### src/rtl/sc_game_statemachine.sv
// Frogger-style game controller: lives, crash debounce and hold, respawn sequencing, win handling.
// Define SC_GAMESTATEMACHINE_LEVELS_EN for multi-level play; otherwise a win ends the game and the level stays 0.
module sc_game_statemachine #(
    parameter int LIVES_INIT      = 3,
    parameter int HOLD_TICKS      = 4,
    parameter int DEBOUNCE_CYCLES = 2
) (
    input  logic       SC_GAMESTATEMACHINE_CLOCK_50,
    input  logic       SC_GAMESTATEMACHINE_RESET_InHigh,
    input  logic       SC_GAMESTATEMACHINE_crash_InLow,
    input  logic       SC_GAMESTATEMACHINE_win_InHigh,
    input  logic       SC_GAMESTATEMACHINE_start_InHigh,
    input  logic       SC_GAMESTATEMACHINE_tick_InHigh,
    output logic [2:0] SC_GAMESTATEMACHINE_state_OutBUS,
    output logic [2:0] SC_GAMESTATEMACHINE_lives_OutBUS,
    output logic [2:0] SC_GAMESTATEMACHINE_level_OutBUS,
    output logic       SC_GAMESTATEMACHINE_respawn_OutHigh,
    output logic       SC_GAMESTATEMACHINE_gameover_OutHigh,
    output logic       SC_GAMESTATEMACHINE_win_OutHigh
);

    typedef enum logic [2:0] {
        ST_IDLE     = 3'd0,
        ST_PLAY     = 3'd1,
        ST_CRASH    = 3'd2,
        ST_RESPAWN  = 3'd3,
        ST_GAMEOVER = 3'd4,
        ST_WIN      = 3'd5
    } state_t;

    localparam logic [2:0] LIVES_START = 3'(LIVES_INIT);
    localparam logic [3:0] HOLD_MAX    = 4'(HOLD_TICKS);
    localparam logic [3:0] DEB_MAX     = 4'(DEBOUNCE_CYCLES);

    state_t     state_q, state_n;
    logic [2:0] lives_q, lives_n;
    logic [2:0] level_q, level_n;
    logic [3:0] deb_q, deb_n;
    logic [3:0] hold_q, hold_n;
    logic       respawn_q, gameover_q, win_q;
    logic       crash_accept;

    assign crash_accept = !SC_GAMESTATEMACHINE_crash_InLow && ((deb_q + 4'd1) >= DEB_MAX);

    always_ff @(posedge SC_GAMESTATEMACHINE_CLOCK_50) begin
        if (SC_GAMESTATEMACHINE_RESET_InHigh) begin
            state_q    <= ST_IDLE;
            lives_q    <= 3'd0;
            level_q    <= 3'd0;
            deb_q      <= 4'd0;
            hold_q     <= 4'd0;
            respawn_q  <= 1'b0;
            gameover_q <= 1'b0;
            win_q      <= 1'b0;
        end else begin
            state_q    <= state_n;
            lives_q    <= lives_n;
            level_q    <= level_n;
            deb_q      <= deb_n;
            hold_q     <= hold_n;
            respawn_q  <= (state_n == ST_RESPAWN);
            gameover_q <= (state_n == ST_GAMEOVER);
            win_q      <= (state_n == ST_WIN);
        end
    end

    always_comb begin
        state_n = state_q;
        lives_n = lives_q;
        level_n = level_q;
        deb_n   = deb_q;
        hold_n  = hold_q;
        case (state_q)
            ST_IDLE, ST_GAMEOVER, ST_WIN: begin
                if (SC_GAMESTATEMACHINE_start_InHigh) begin
                    state_n = ST_RESPAWN;
                    lives_n = LIVES_START;
                    level_n = 3'd0;
                end
            end
            ST_PLAY: begin
                deb_n = SC_GAMESTATEMACHINE_crash_InLow ? 4'd0 : deb_q + 4'd1;
                // A confirmed crash takes priority over a simultaneous win.
                if (crash_accept) begin
                    state_n = ST_CRASH;
                    lives_n = (lives_q == 3'd0) ? 3'd0 : lives_q - 3'd1;
                    deb_n   = 4'd0;
                    hold_n  = 4'd0;
                end else if (SC_GAMESTATEMACHINE_win_InHigh) begin
`ifdef SC_GAMESTATEMACHINE_LEVELS_EN
                    if (level_q == 3'd7) begin
                        state_n = ST_WIN;
                    end else begin
                        level_n = level_q + 3'd1;
                        state_n = ST_RESPAWN;
                    end
`else
                    state_n = ST_WIN;
`endif
                end
            end
            ST_CRASH: begin
                if (SC_GAMESTATEMACHINE_tick_InHigh) begin
                    hold_n = hold_q + 4'd1;
                    if ((hold_q + 4'd1) >= HOLD_MAX) begin
                        hold_n  = 4'd0;
                        state_n = (lives_q != 3'd0) ? ST_RESPAWN : ST_GAMEOVER;
                    end
                end
            end
            ST_RESPAWN: begin
                deb_n   = 4'd0;
                state_n = ST_PLAY;
            end
            default: state_n = ST_IDLE;
        endcase
    end

    assign SC_GAMESTATEMACHINE_state_OutBUS      = state_q;
    assign SC_GAMESTATEMACHINE_lives_OutBUS      = lives_q;
`ifdef SC_GAMESTATEMACHINE_LEVELS_EN
    assign SC_GAMESTATEMACHINE_level_OutBUS      = level_q;
`else
    assign SC_GAMESTATEMACHINE_level_OutBUS      = 3'd0;
`endif
    assign SC_GAMESTATEMACHINE_respawn_OutHigh   = respawn_q;
    assign SC_GAMESTATEMACHINE_gameover_OutHigh  = gameover_q;
    assign SC_GAMESTATEMACHINE_win_OutHigh       = win_q;

endmodule

### config.mk
export PLATFORM = sky130hd
export DESIGN_NAME = sc_game_statemachine
export DESIGN_NICKNAME = d
export VERILOG_FILES = /design/src/rtl/sc_game_statemachine.sv
export SDC_FILE = /design/constraint.sdc
export NUM_CORES = 1
export LEC_CHECK = 0
export BUFFER_PORTS_ARGS = -buffer_cell sky130_fd_sc_hd__buf_2
export CAP_MARGIN = 20
export CORE_ASPECT_RATIO = 1.25
export CORE_MARGIN = 2
export CORE_UTILIZATION = 37
export CTS_CLUSTER_SIZE = 28
export DETAILED_ROUTE_END_ITERATION = 8
export GPL_TIMING_DRIVEN = 0
export SLEW_MARGIN = 40
export SYNTH_ARGS = -nofsm -noshare
export SYNTH_HDL_FRONTEND = slang
export SYNTH_SLANG_ARGS = --single-unit
### constraint.sdc
create_clock -name SC_GAMESTATEMACHINE_CLOCK_50 -period 3.6 [get_ports SC_GAMESTATEMACHINE_CLOCK_50]
set_input_delay 0.18 -clock SC_GAMESTATEMACHINE_CLOCK_50 [delete_from_list [all_inputs] [get_ports SC_GAMESTATEMACHINE_CLOCK_50]]
set_output_delay 0.18 -clock SC_GAMESTATEMACHINE_CLOCK_50 [all_outputs]
set_load 0.02 [all_outputs]
==> summary.md <==
| Metric | Value |
|---|---|
| Status | `completed` |
| Yosys warning total | `0` |
| Power Total | `0.414 mW` |
| Setup violators final | `0` |
| Via count | `789` |
| Final Max Tran Viols | `0` |
| Port Buf Inserts | `14` |
| Slew @ Worst Pin | `606 ps` |
| Post-synth top flop | `dfxtp_1` |
| Post-cts gate resize count | `0` |
| Async SR Flop Fraction | `0` |
| Final worst slack | `1700 ps` |
| Worst path slowest cell | `dfxtp_1` |
| Vias in the first global route | `701` |
| Post-DRT Antenna Nets | `0` |
| Layout Cells excl Fill | `154` |
| Wire per inst | `12.2 microns` |
| Die area | `0.00291 sq mm` |
| Slew margin rel. | `0.593` |
| CP Capture Type | `flop` |
| Final net count | `133` |
| Crit path time final | `1900 ps` |
| Synth Cell Area | `923 sq um` |
| Initial core utilization | `0.384` |
| DR pass1 iterations | `4` |
| Initial antenna violation count | `0` |
| Row cnt | `20` |
| Post-synth EDFFs | `0` |
| Worst path max stage delay | `390 ps` |
| GP Congestion | `0.686` |
| Peak VDD IR | `0.193 mV` |
| Pin count of the biggest net entering global routing | `11` |
| Required @ worst endpoint | `3810 ps` |
| Critical Path, Cell by Cell | `inv_1 > ha_1 > nand2b_1 > a211oi_1 > buf_2 > a41oi_1 > a211oi_2` |
| P&R area growth vs syn | `15.7%` |
| Final HPWL DP | `1440 microns` |
| Critical Path AT | `2110 ps` |
| Post-Route WL | `1880 microns` |
| Clk sinks | `17` |
| Crit path buf inv count | `2` |
| Chip height | `59.9 microns` |
| Cells after Synth | `101` |
| F_max | `526 MHz` |
| CTS Buffer Depth | `2` |
| Grt total ovfl | `0` |
| Hold-fix buffers, CTS | `0` |
| DRC errors left | `0` |
| Setup repair bufs after CTS | `0` |
| Top cell type by total area after synthesis | `dfxtp_1` |
| Seq/Total Area, Yosys | `0.369` |
| CP max FO | `10` |
| CTS Buf Count | `3` |
| CTS HTree Levels | `1` |
| Pwr dens | `387 mW/mm^2` |
| Fin crit share | `0.528` |
| Worst Hold Class | `primary input to flop` |
| First-pass GRT wire length | `3130 microns` |
| Via/cell ratio | `5.12` |
| Skew final | `3.78 ps` |
| Total track usage | `0.138` |
| Register bit total from synthesis | `17` |
| RSZ-0062 raised after global routing | `no` |
| Place WS | `1680 ps` |
| Final hold vios | `0` |
| Layout Utilization | `0.445` |
| Max-cap check violation count | `0` |
| Clock Pin Slew Worst Setup and Hold Paths | `90 ps` |
| Num ports | `18` |
| Antenna diodes | `0` |
| Crit Path Category | `flop to flop` |
| Share of cells above drive strength 1 | `0.223` |
| Ranking of synthesized cells by area | `dfxtp_1 (37%), ha_1 (6.8%), nand2b_1 (4.1%), a21oi_1 (2.7%), buf_4 (2.4%)` |
| Post-synth top area share | `0.369` |
| Placed insts | `150` |
| Unique masters post-synth | `46` |
| CTS root buf | `clkbuf_4` |
| Setup TNS | `0 ps` |
| Die X | `48.7 microns` |
| Synthesized area per cell | `9.14 sq um` |
| CTS tree | `yes` |
| Leakage power | `0.448 nW` |
| Critical path startpoint category | `flop` |
| Worst-Skew Late Latency | `290 ps` |
| Initial DRC Count | `18` |
| Core box area | `0.00240 sq mm` |
| Largest delay share family, worst path | `compound AO/OA/AOI/OAI gates` |
## through the flow
stage                     cell area [sq um]  hold WS [ps]
after floorplan                         931           360
after global routing                   1070           278
after detailed placement               1040           489
after CTS                              1070           250
final                                  1070           255
after global placement                 1040           483
## logic make-up after synthesis
kind of cell,after synthesis,share of synthesized area
AOI/OAI and AO/OA,26,0.213
other,1,0.00406
DFF,17,0.369
muxes,2,0.0217
adders and majority gates,5,0.0678
xor gates and xnor gates,1,0.00949
buffers and inverters,12,0.0704
and+or+nand+nor,37,0.245
## final timing paths
kind,end,cells past startpoint,from,slack (ps)
max,SC_GAMESTATEMACHINE_gameover_OutHigh,7,deb_q[1],1700
min,SC_GAMESTATEMACHINE_state_OutBUS[2],3,SC_GAMESTATEMACHINE_win_InHigh,250
max reg2reg,SC_GAMESTATEMACHINE_gameover_OutHigh,7,deb_q[1],1700
min reg2reg,hold_q[2],1,hold_q[2],500
## layer usage
layer | vias to the layer above | track usage | part of all wire | routed length, microns
met3 | 2 | 0.0200 | 0.034 | 63
met5 | - | 0 | 0 | 0
li1 | 403 | - | - | -
met1 | 370 | 0.170 | 0.44 | 834
met4 | 0 | 0.0816 | 0.0064 | 12
met2 | 14 | 0.231 | 0.51 | 967
## layout make-up
class                           instances  area (sq um)
Fill cell                             253          1330
Buffer                                  6          42.5
Timing Repair Buffer                   14          70.1
Multi-Input combinational cell         74           526
Clock buffer                            4          26.3
Tap cell                               33          41.3
Sequential cell                        17           340
Inverter                                6          22.5
## worst register-to-register path, stage by stage (launching register included)
cell      delay (ps)
dfxtp_1          390
inv_1             80
ha_1             270
nand2b_1          70
a211oi_1         290
buf_2            270
a41oi_1          200
a211oi_2         250
## report_power, final
group / internal (mW) / total, mW / switching, mW
sequential: 0.199 / 0.212 / 0.0128
clock: 0.0431 / 0.0993 / 0.0562
combinational: 0.0410 / 0.102 / 0.0614
total: 0.284 / 0.414 / 0.130
## cells in the mapped netlist, types with 2 or more instances
master,n
dfxtp_1,17
inv_1,6
nand2_1,6
nand2b_1,6
a21oi_1,5
ha_1,5
nor2_1,5
buf_4,3
nor3_1,3
o211ai_1,3
a31oi_1,2
and2_1,2
mux2i_1,2
nor3b_1,2
o31ai_1,2
or4_1,2
## sequential cells by signal (all words and copies together) (netlist names)
name / cells
SC_GAMESTATEMACHINE_respawn_OutHigh: 1
SC_GAMESTATEMACHINE_win_OutHigh: 1
SC_GAMESTATEMACHINE_state_OutBUS: 3
deb_q: 4
SC_GAMESTATEMACHINE_gameover_OutHigh: 1
SC_GAMESTATEMACHINE_lives_OutBUS: 3
hold_q: 4
## layout by cell type (no fill, tap or decap), types with 2 or more instances in the layout
master    netlist  layout
buf_2           1      15
nor2_1          5       5
a21oi_1         5       5
o211ai_1        3       3
or4_1           2       2
inv_1           6       6
o31ai_1         2       2
ha_1            5       5
nor3b_1         2       2
dfxtp_1        17      17
nor3_1          3       3
nand2_1         6       6
conb_1          1       3
and2_1          2       2
clkbuf_1        1       2
mux2i_1         2       2
clkbuf_4        0       3
nand2b_1        6       6
a31oi_1         2       2
buf_4           3       3
Note: power is estimated with default switching activity, not from simulation.
